`config.mk`:
```
export PLATFORM = sky130hd
export DESIGN_NAME = ascon_serial_loader
export DESIGN_NICKNAME = d
export VERILOG_FILES = /design/src/rtl/ascon_pkg.sv /design/src/rtl/ascon_sipo.sv /design/src/rtl/ascon_serial_loader.sv
export SDC_FILE = /design/constraint.sdc
export NUM_CORES = 1
export LEC_CHECK = 0
export CORE_MARGIN = 4
export CORE_UTILIZATION = 48
export CTS_CLUSTER_DIAMETER = 150
export DETAILED_ROUTE_END_ITERATION = 6
export GPL_TIMING_DRIVEN = 1
export MAX_ROUTING_LAYER = met4
export PLACE_DENSITY = 0.79
export SLEW_MARGIN = 20
export SYNTH_ARGS = -nofsm -noshare
export SYNTH_HDL_FRONTEND = slang
export SYNTH_SLANG_ARGS = --single-unit
```
`constraint.sdc`:
```
create_clock -name clk -period 2.3 [get_ports clk]
set_input_delay 0.46 -clock clk [delete_from_list [all_inputs] [get_ports clk]]
set_output_delay 0.46 -clock clk [all_outputs]
set_load 0.01 [all_outputs]
```
`src/rtl/ascon_pkg.sv`:
```
// Shared widths, derived frame length and FSM state encoding for the Ascon serial loader.
package ascon_pkg;

  localparam int unsigned K  = 128;
  localparam int unsigned L  = 40;
  localparam int unsigned Y  = 104;
  localparam int unsigned NW = 128;

  function automatic int unsigned max4(input int unsigned a, input int unsigned b,
                                       input int unsigned c, input int unsigned d);
    int unsigned m;
    m = a;
    if (b > m) m = b;
    if (c > m) m = c;
    if (d > m) m = d;
    return m;
  endfunction

  localparam int unsigned MAX = max4(K, NW, L, Y);
  localparam int unsigned CW  = $clog2(MAX + 1);

  typedef enum logic [1:0] {
    StLoad,
    StArmed,
    StRun,
    StDone
  } state_e;

endpackage

```
`src/rtl/ascon_sipo.sv`:
```
// Serial-in/parallel-out field register; shifts MSB-first only while the shared bit count is
// below its own width, so shorter fields freeze once full.
module ascon_sipo #(
  parameter int unsigned W  = 8,
  parameter int unsigned CW = 4
) (
  input  logic          clk,
  input  logic          rst,
  input  logic          en,
  input  logic [CW-1:0] cnt,
  input  logic          sin,
  output logic [W-1:0]  q
);

  logic [W-1:0] q_q;
  logic [W-1:0] q_d;

  always_comb begin
    q_d = q_q;
    if (en && (32'(cnt) < W)) begin
      q_d = {q_q[W-2:0], sin};
    end
  end

  always_ff @(posedge clk) begin
    if (!rst) begin
      q_q <= '0;
    end else begin
      q_q <= q_d;
    end
  end

  assign q = q_q;

endmodule

```
`src/rtl/ascon_serial_loader.sv`:
```
// Deserialises key/nonce/AD/text into parallel registers, then fires one start pulse to the
// Ascon core on a fresh start edge and reports completion until reset.
module ascon_serial_loader
  import ascon_pkg::*;
#(
  parameter int unsigned K = ascon_pkg::K,
  parameter int unsigned L = ascon_pkg::L,
  parameter int unsigned Y = ascon_pkg::Y
) (
  input  logic          clk,
  input  logic          rst,
  input  logic          shift_en_i,
  input  logic          key_si,
  input  logic          nonce_si,
  input  logic          ad_si,
  input  logic          data_si,
  input  logic          ascon_start_si,
  input  logic          decrypt_i,
  input  logic          core_ready_i,
  output logic [K-1:0]  key_o,
  output logic [NW-1:0] nonce_o,
  output logic [L-1:0]  ad_o,
  output logic [Y-1:0]  data_o,
  output logic          decrypt_o,
  output logic          core_start_o,
  output logic          loaded_o,
  output logic          done_o,
  output logic          load_err_o
);

  localparam int unsigned Max  = max4(K, NW, L, Y);
  localparam int unsigned CntW = $clog2(Max + 1);

  state_e            state_q, state_d;
  logic [CntW-1:0]   cnt_q, cnt_d;
  logic              start_q;
  logic              loaded_q, loaded_d;
  logic              done_q, done_d;
  logic              core_start_q, core_start_d;
  logic              decrypt_q, decrypt_d;
  logic              err_q, err_d;
  logic              shift;
  logic              rise;

  assign rise = ascon_start_si & ~start_q;

  always_comb begin
    state_d      = state_q;
    cnt_d        = cnt_q;
    loaded_d     = loaded_q;
    done_d       = done_q;
    core_start_d = 1'b0;
    decrypt_d    = decrypt_q;
    err_d        = err_q;
    shift        = 1'b0;
    unique case (state_q)
      StLoad: begin
        if (rise) err_d = 1'b1;
        if (shift_en_i) begin
          shift = 1'b1;
          cnt_d = cnt_q + 1'b1;
          if (cnt_q == CntW'(Max - 1)) begin
            loaded_d = 1'b1;
            state_d  = StArmed;
          end
        end
      end
      StArmed: begin
        if (rise) begin
          decrypt_d    = decrypt_i;
          core_start_d = 1'b1;
          state_d      = StRun;
        end
      end
      StRun: begin
        // The pulse-asserting edge was in StArmed, so ready is only seen from here on.
        if (core_ready_i) begin
          done_d  = 1'b1;
          state_d = StDone;
        end
      end
      StDone: begin
      end
      default: state_d = StLoad;
    endcase
  end

  always_ff @(posedge clk) begin
    if (!rst) begin
      state_q      <= StLoad;
      cnt_q        <= '0;
      start_q      <= 1'b0;
      loaded_q     <= 1'b0;
      done_q       <= 1'b0;
      core_start_q <= 1'b0;
      decrypt_q    <= 1'b0;
      err_q        <= 1'b0;
    end else begin
      state_q      <= state_d;
      cnt_q        <= cnt_d;
      start_q      <= ascon_start_si;
      loaded_q     <= loaded_d;
      done_q       <= done_d;
      core_start_q <= core_start_d;
      decrypt_q    <= decrypt_d;
      err_q        <= err_d;
    end
  end

  ascon_sipo #(.W(K), .CW(CntW)) u_key (
    .clk (clk),
    .rst (rst),
    .en  (shift),
    .cnt (cnt_q),
    .sin (key_si),
    .q   (key_o)
  );

  ascon_sipo #(.W(NW), .CW(CntW)) u_nonce (
    .clk (clk),
    .rst (rst),
    .en  (shift),
    .cnt (cnt_q),
    .sin (nonce_si),
    .q   (nonce_o)
  );

  ascon_sipo #(.W(L), .CW(CntW)) u_ad (
    .clk (clk),
    .rst (rst),
    .en  (shift),
    .cnt (cnt_q),
    .sin (ad_si),
    .q   (ad_o)
  );

  ascon_sipo #(.W(Y), .CW(CntW)) u_data (
    .clk (clk),
    .rst (rst),
    .en  (shift),
    .cnt (cnt_q),
    .sin (data_si),
    .q   (data_o)
  );

  assign decrypt_o    = decrypt_q;
  assign core_start_o = core_start_q;
  assign loaded_o     = loaded_q;
  assign done_o       = done_q;
  assign load_err_o   = err_q;

endmodule
```
==> metrics, run 1 <==
Die Ht 187 µm; CTS tree yes; WL final 40800 µm; Post-DP Area 19900 µm²; Iteration-0 DRC Markers 684; Max Slew Vio Count 0; Fmax achieved 0.489 GHz; H-tree Lvls 2; Post-CTS Setup Inserts 0; clock sink count 416; Required @ worst endpoint 2.74 ns; clock latency on the worst-skew pair 0.53 ns; min cycle time layout 2.05 ns; commonest non-fill, non-tap cells in the layout 810 x nand2_1, 416 x dfxtp_1, 413 x clkdlybuf4s50_1, 336 x a21boi_0, 67 x a21boi_1; nets 2197; DRC errors left 0; cell area after synthesis 15400 µm²; status completed; via density per instance 4.99; kind of critical path reg -> reg; Synth Instances 1822; Clk pwr share 48.3%; critical path data arrival time 2.49 ns; hold_buf cts 0; RSZ-0062 raised after global routing no; skew final 0.00966 ns; worst ir drop on vdd 591 µV; layout cells sized above 1 4.84%; WL/cell 15.6 µm; placed insts 2536; switching share of power 20.8%; sequential share of power 48.1%; Final Hold Vio Count 0; vias in the first global route 12646; final non-filler cell total 2615; Die W 187 µm; Leak 7.04 nW; Setup-failing EPs final 0; post-route ant nets 0; Area Overhead vs Synth 38.9%; share of total power in combinational logic 3.6%; DRT Pass-1 Iters 5; most common cell after layout, fill and taps aside nand2_1; register area share after synthesis 54.0%; CTS resizes 0; Setup crit start kind flip-flop; Die Footprint 35100 µm²; Worst Max-Slew Pin Slew 0.461 ns; TritonCTS Buffers 45; Worst slew margin 69.3%; P_int 11.9 mW; Worst Setup End Kind flip-flop; RD Place Congestion 0.824; synth unique cells 31; setup tns final 0 ns; Synthesized Nets 1838; clock root buffer clkbuf_16; first-pass GRT wire length 65500 µm; power per cell area 701 nW/µm²; IO Pins 415; IO Port Bufs 414; Max-Cap Viols 0; fin util 67.8%; Hold Crit Class in -> reg; clk slew on worst S/H paths 0.06 ns; Clock Path Buffers 3; Final Cell Area 21400 µm²; pin count of the biggest net entering global routing 106; Congestion Overflow GR 0; HPWL after detailed placement 28200 µm; GRT Overall Usage 22.8%; Synth warnings 0; fraction of the cycle the final worst path needs 89.0%; NetSw 3.13 mW; crit path max fanout 55; Avg Inst Size Synth 8.47 µm²; Seq cells post-synth 416; Initial Utilization 48.8%; Rows 65; ant diodes 0; core area 31600 µm²; initial antenna violation count 0; total number of vias 13058
power groups by stage:
stage,sequential [mW],combinational [mW],clock [mW]
floorplan,7.39,0.379,0
global placement,7.39,0.539,0
detailed placement,7.39,0.543,0
CTS,7.23,0.544,7.43
global route,7.23,0.587,7.72
finish,7.23,0.541,7.26
area by class of cell:
| cell class | count | area (µm²) |
|---|---|---|
| timing repair buffer | 447 | 4600 |
| inverter | 4 | 15.0 |
| clock buffer | 70 | 1390 |
| fill | 2525 | 10200 |
| sequential | 416 | 8330 |
| tap | 402 | 503 |
| clock inverter | 9 | 124 |
| multi-input combinational | 1267 | 6480 |
critical path, stage by stage (launching register included):
cell and delay, ns:
dfxtp_1 0.41, inv_1 0.09, ha_1 0.31, nand3b_1 0.28, buf_4 0.28, buf_12 0.26, nand2_1 0.09, a21boi_0 0.20
worst paths after layout:
| check | startpoint | to | slack (ns) | cells after the start |
|---|---|---|---|---|
| max | state_q[0]$_SDFFE_PN0P_ | u_key.q[64]$_SDFFE_PN0P_ | 0.25 | 7 |
| min | rst | state_q[1]$_SDFFE_PN0P_ | 0.34 | 3 |
| max reg2reg | state_q[0]$_SDFFE_PN0P_ | u_key.q[64]$_SDFFE_PN0P_ | 0.25 | 7 |
| min reg2reg | u_data.q[103]$_SDFFE_PN0P_ | u_data.q[103]$_SDFFE_PN0P_ | 0.46 | 2 |
synth_stat cells:
cell type,n,area [µm²]
o211ai_1,1,7.51
a21boi_0,336,2520
inv_1,4,15.0
buf_6,7,78.8
a21boi_1,67,503
buf_1,10,37.5
ha_1,6,75.1
and3b_1,1,8.76
nand2_1,811,3040
nor3_1,2,10.0
and2_1,8,50.1
nor2_1,1,3.75
and3_1,1,6.26
a21oi_1,4,20.0
o21ai_0,3,15.0
and4_1,1,8.76
mux2i_1,2,20.0
clkbuf_1,65,244
nand3b_1,2,15.0
xor2_1,2,17.5
or3_1,1,6.26
buf_4,2,15.0
buf_2,51,255
o2111ai_1,1,8.76
nor2b_1,4,25.0
nand2b_1,1,6.26
dfxtp_1,416,8330
nand4_1,2,12.5
nor3b_2,1,12.5
nand3_1,5,25.0
xnor2_1,4,35.0
state kept, by name, summed over array words and instances, names as in the netlist, 2 cells and up:
name and cells:
cnt_q 8, u_ad.q 40, state_q 2, u_key.q 128, u_nonce.q 128, u_data.q 104
layer usage:
metal / GRT usage, % / share of wire [%] / vias to the layer above
met5: - / 0 / -
met4: 8.48 / 4.0 / 0
met3: 6.29 / 7.6 / 101
met2: 38.4 / 48 / 362
met1: 26.1 / 41 / 6042
li1: - / - / 6553
stage by stage:
step	setup WS (ns)	power, mW	hold slack, ns
after floorplan	0.510	7.77	0.461
after global placement	0.214	7.93	0.442
after detailed placement	0.148	7.93	0.461
after CTS	0.235	15.2	0.328
after global routing	0.0933	15.5	0.343
final	0.254	15.0	0.336
cell families (layout without fill, tap and decap cells):
| kind of cell | Yosys count | count (layout) | share of synthesized area [%] |
|---|---|---|---|
| adder cells (fa/ha/maj) | 6 | 6 | 0.486 |
| AO/OA/AOI/OAI | 412 | 412 | 19.9 |
| buffers and inverters | 139 | 530 | 4.18 |
| AND/OR/NAND/NOR | 841 | 841 | 21.0 |
| multiplexers | 2 | 2 | 0.130 |
| flip-flops | 416 | 416 | 54.0 |
| XOR/XNOR | 6 | 6 | 0.341 |
Power figures use the tool's default switching activity.
==> run 2, diff against run 1 <==
--- a/config.mk
+++ b/config.mk
@@ -5,6 +5,7 @@
 export SDC_FILE = /design/constraint.sdc
 export NUM_CORES = 1
 export LEC_CHECK = 0
+export CORE_ASPECT_RATIO = 2
 export CORE_MARGIN = 4
 export CORE_UTILIZATION = 48
 export CTS_CLUSTER_DIAMETER = 150
==> run 2 against run 1 <==
  * Final area fell by 0.85%
  * Via count increased by 0.21%
  * Utilization fell by 0.62 points
==> metrics, run 2 (synthesis gave the netlist of run 1 again) <==
Setup-failing EPs final 0; NetSw 3.06 mW; setup tns final 0 ns; critical path data arrival time 2.47 ns; nets 2187; WL/cell 16.1 µm; worst setup margin 0.266 ns; crit-path cells inv_1 -> ha_1 -> nand3b_1 -> buf_12 -> buf_12 -> nand2_1 -> a21boi_0; worst reg2reg path endpoint u_nonce.q[101]$_SDFFE_PN0P_; Worst slew margin 73.1%; layout cells sized above 1 4.46%; power per cell area 674 nW/µm²; DRC errors left 0; crit path max fanout 66; CP most frequent cell buf_12; biggest cell delay along the critical path 0.41 ns; Worst Setup End Kind flip-flop; Worst Max-Slew Pin Slew 0.404 ns; Max-Cap Viols 0; core area 31700 µm²; Required @ worst endpoint 2.74 ns; TritonCTS Buffers 37; P_int 11.3 mW; vias in the first global route 12904; sequential share of power 50.4%; clk slew on worst S/H paths 0.07 ns; Setup crit start kind flip-flop; hold path start rst; DRT Pass-1 Iters 5; Die Ht 262 µm; pin count of the biggest net entering global routing 115; skew final 0.0137 ns; ant diodes 0; hold_buf cts 0; Area Overhead vs Synth 37.7%; most common cell after layout, fill and taps aside nand2_1; Initial Utilization 48.8%; WL final 42200 µm; Final Hold Vio Count 0; commonest non-fill, non-tap cells in the layout 810 x nand2_1, 416 x dfxtp_1, 413 x clkdlybuf4s50_1, 336 x a21boi_0, 67 x a21boi_1; HPWL after detailed placement 30000 µm; fraction of the cycle the final worst path needs 88.4%; IO Pins 415; clock latency on the worst-skew pair 0.53 ns; via density per instance 4.99; H-tree Lvls 2; total number of vias 13086; Reg2Reg Depth 7; Max Slew Vio Count 0; first-pass GRT wire length 66800 µm; Hold Crit Depth 2; GRT Overall Usage 24.0%; kind of critical path reg -> reg; CP bufs+invs 3; min cycle time layout 2.03 ns; RSZ-0062 raised after global routing no; largest delay contributor family on the critical path buffers and inverters; clock root buffer clkbuf_16; post-place setup slack 0.0666 ns; Hold Crit Class in -> reg; Fmax achieved 0.492 GHz; Rows 92; R2R setup slack 0.27 ns; Reg-to-Reg Start state_q[0]$_SDFFE_PN0P_; clock sink count 416; Clk pwr share 45.8%; slowest CP cell dfxtp_1; Post-CTS Setup Inserts 0; post-route ant nets 0; CTS resizes 0; share of total power in combinational logic 3.8%; Clock Path Buffers 3; switching share of power 21.3%; Iteration-0 DRC Markers 613; CTS tree yes; Leak 6.92 nW; IO Port Bufs 414; initial antenna violation count 0; Hold EP u_ad.q[37]$_SDFFE_PN0P_; status completed; Congestion Overflow GR 0; RD Place Congestion 0.822; worst ir drop on vdd 832 µV; Die Footprint 35300 µm²; Die W 135 µm
[run 2: cell types whose count changed in the layout (fill, tap and decap cells not counted), moves of 2 or more]
cell        change
buf_4           -4
buf_12          +2
clkbuf_16       -8
clkinvlp_4      +2
clkbuf_8        -4
clkbuf_1        -6
[run 2: power by group through the flow]
| stage | Clock [mW] | Sequential (mW) | Combinational, mW |
|---|---|---|---|
| after floorplan | 0 | 7.39 | 0.379 |
| after global placement | 0 | 7.39 | 0.543 |
| after detailed placement | 0 | 7.39 | 0.548 |
| after CTS | 6.72 | 7.22 | 0.547 |
| after global routing | 6.99 | 7.22 | 0.594 |
| final | 6.56 | 7.22 | 0.545 |
[run 2: layout make-up]
type                    count  area, µm²
clock buffers              52       1110
clock inverters            14        183
fillers                  2557      10400
inverters                   4       15.0
multi-input cells        1267       6480
flip-flops and latches    416       8330
well taps                 423        529
repair buffers            445       4610
[run 2: through the flow]
step	cell area [µm²]	total power, mW	hold slack, ns	instances	util (%)
after floorplan	15400	7.77	0.461	1822	-
after global placement	20000	7.93	0.452	2555	63.0
after detailed placement	20000	7.94	0.461	2555	63.0
after CTS	21300	14.5	0.327	2621	67.1
after global routing	21300	14.8	0.341	2621	67.1
final	21300	14.3	0.343	2621	67.1
[run 2: how the worst max path moves through the flow]
stage / startpoint / end / slack, ns / cells after the start
floorplan: state_q[0]$_SDFFE_PN0P_ / u_data.q[100]$_SDFFE_PN0P_ / 0.51 / 11
global placement: shift_en_i / u_data.q[37]$_SDFFE_PN0P_ / 0.13 / 6
detailed placement: shift_en_i / u_nonce.q[101]$_SDFFE_PN0P_ / 0.07 / 6
CTS: state_q[0]$_SDFFE_PN0P_ / u_nonce.q[101]$_SDFFE_PN0P_ / 0.23 / 7
global route: state_q[0]$_SDFFE_PN0P_ / u_key.q[44]$_SDFFE_PN0P_ / 0.06 / 7
finish: state_q[0]$_SDFFE_PN0P_ / u_nonce.q[101]$_SDFFE_PN0P_ / 0.27 / 7
[run 2: per-layer routing]
layer / vias up / part of all wire, % / GRT usage [%]
li1: 6533 / - / -
met1: 6052 / 36 / 23.9
met2: 363 / 51 / 42.4
met3: 138 / 5.7 / 5.34
met4: 0 / 7.1 / 14.4
met5: - / 0 / -
[run 2: worst reg2reg max path, cell delays in order, from the launching register on]
cell and delay (ns):
dfxtp_1 0.41, inv_1 0.09, ha_1 0.30, nand3b_1 0.26, buf_12 0.31, buf_12 0.29, nand2_1 0.08, a21boi_0 0.21
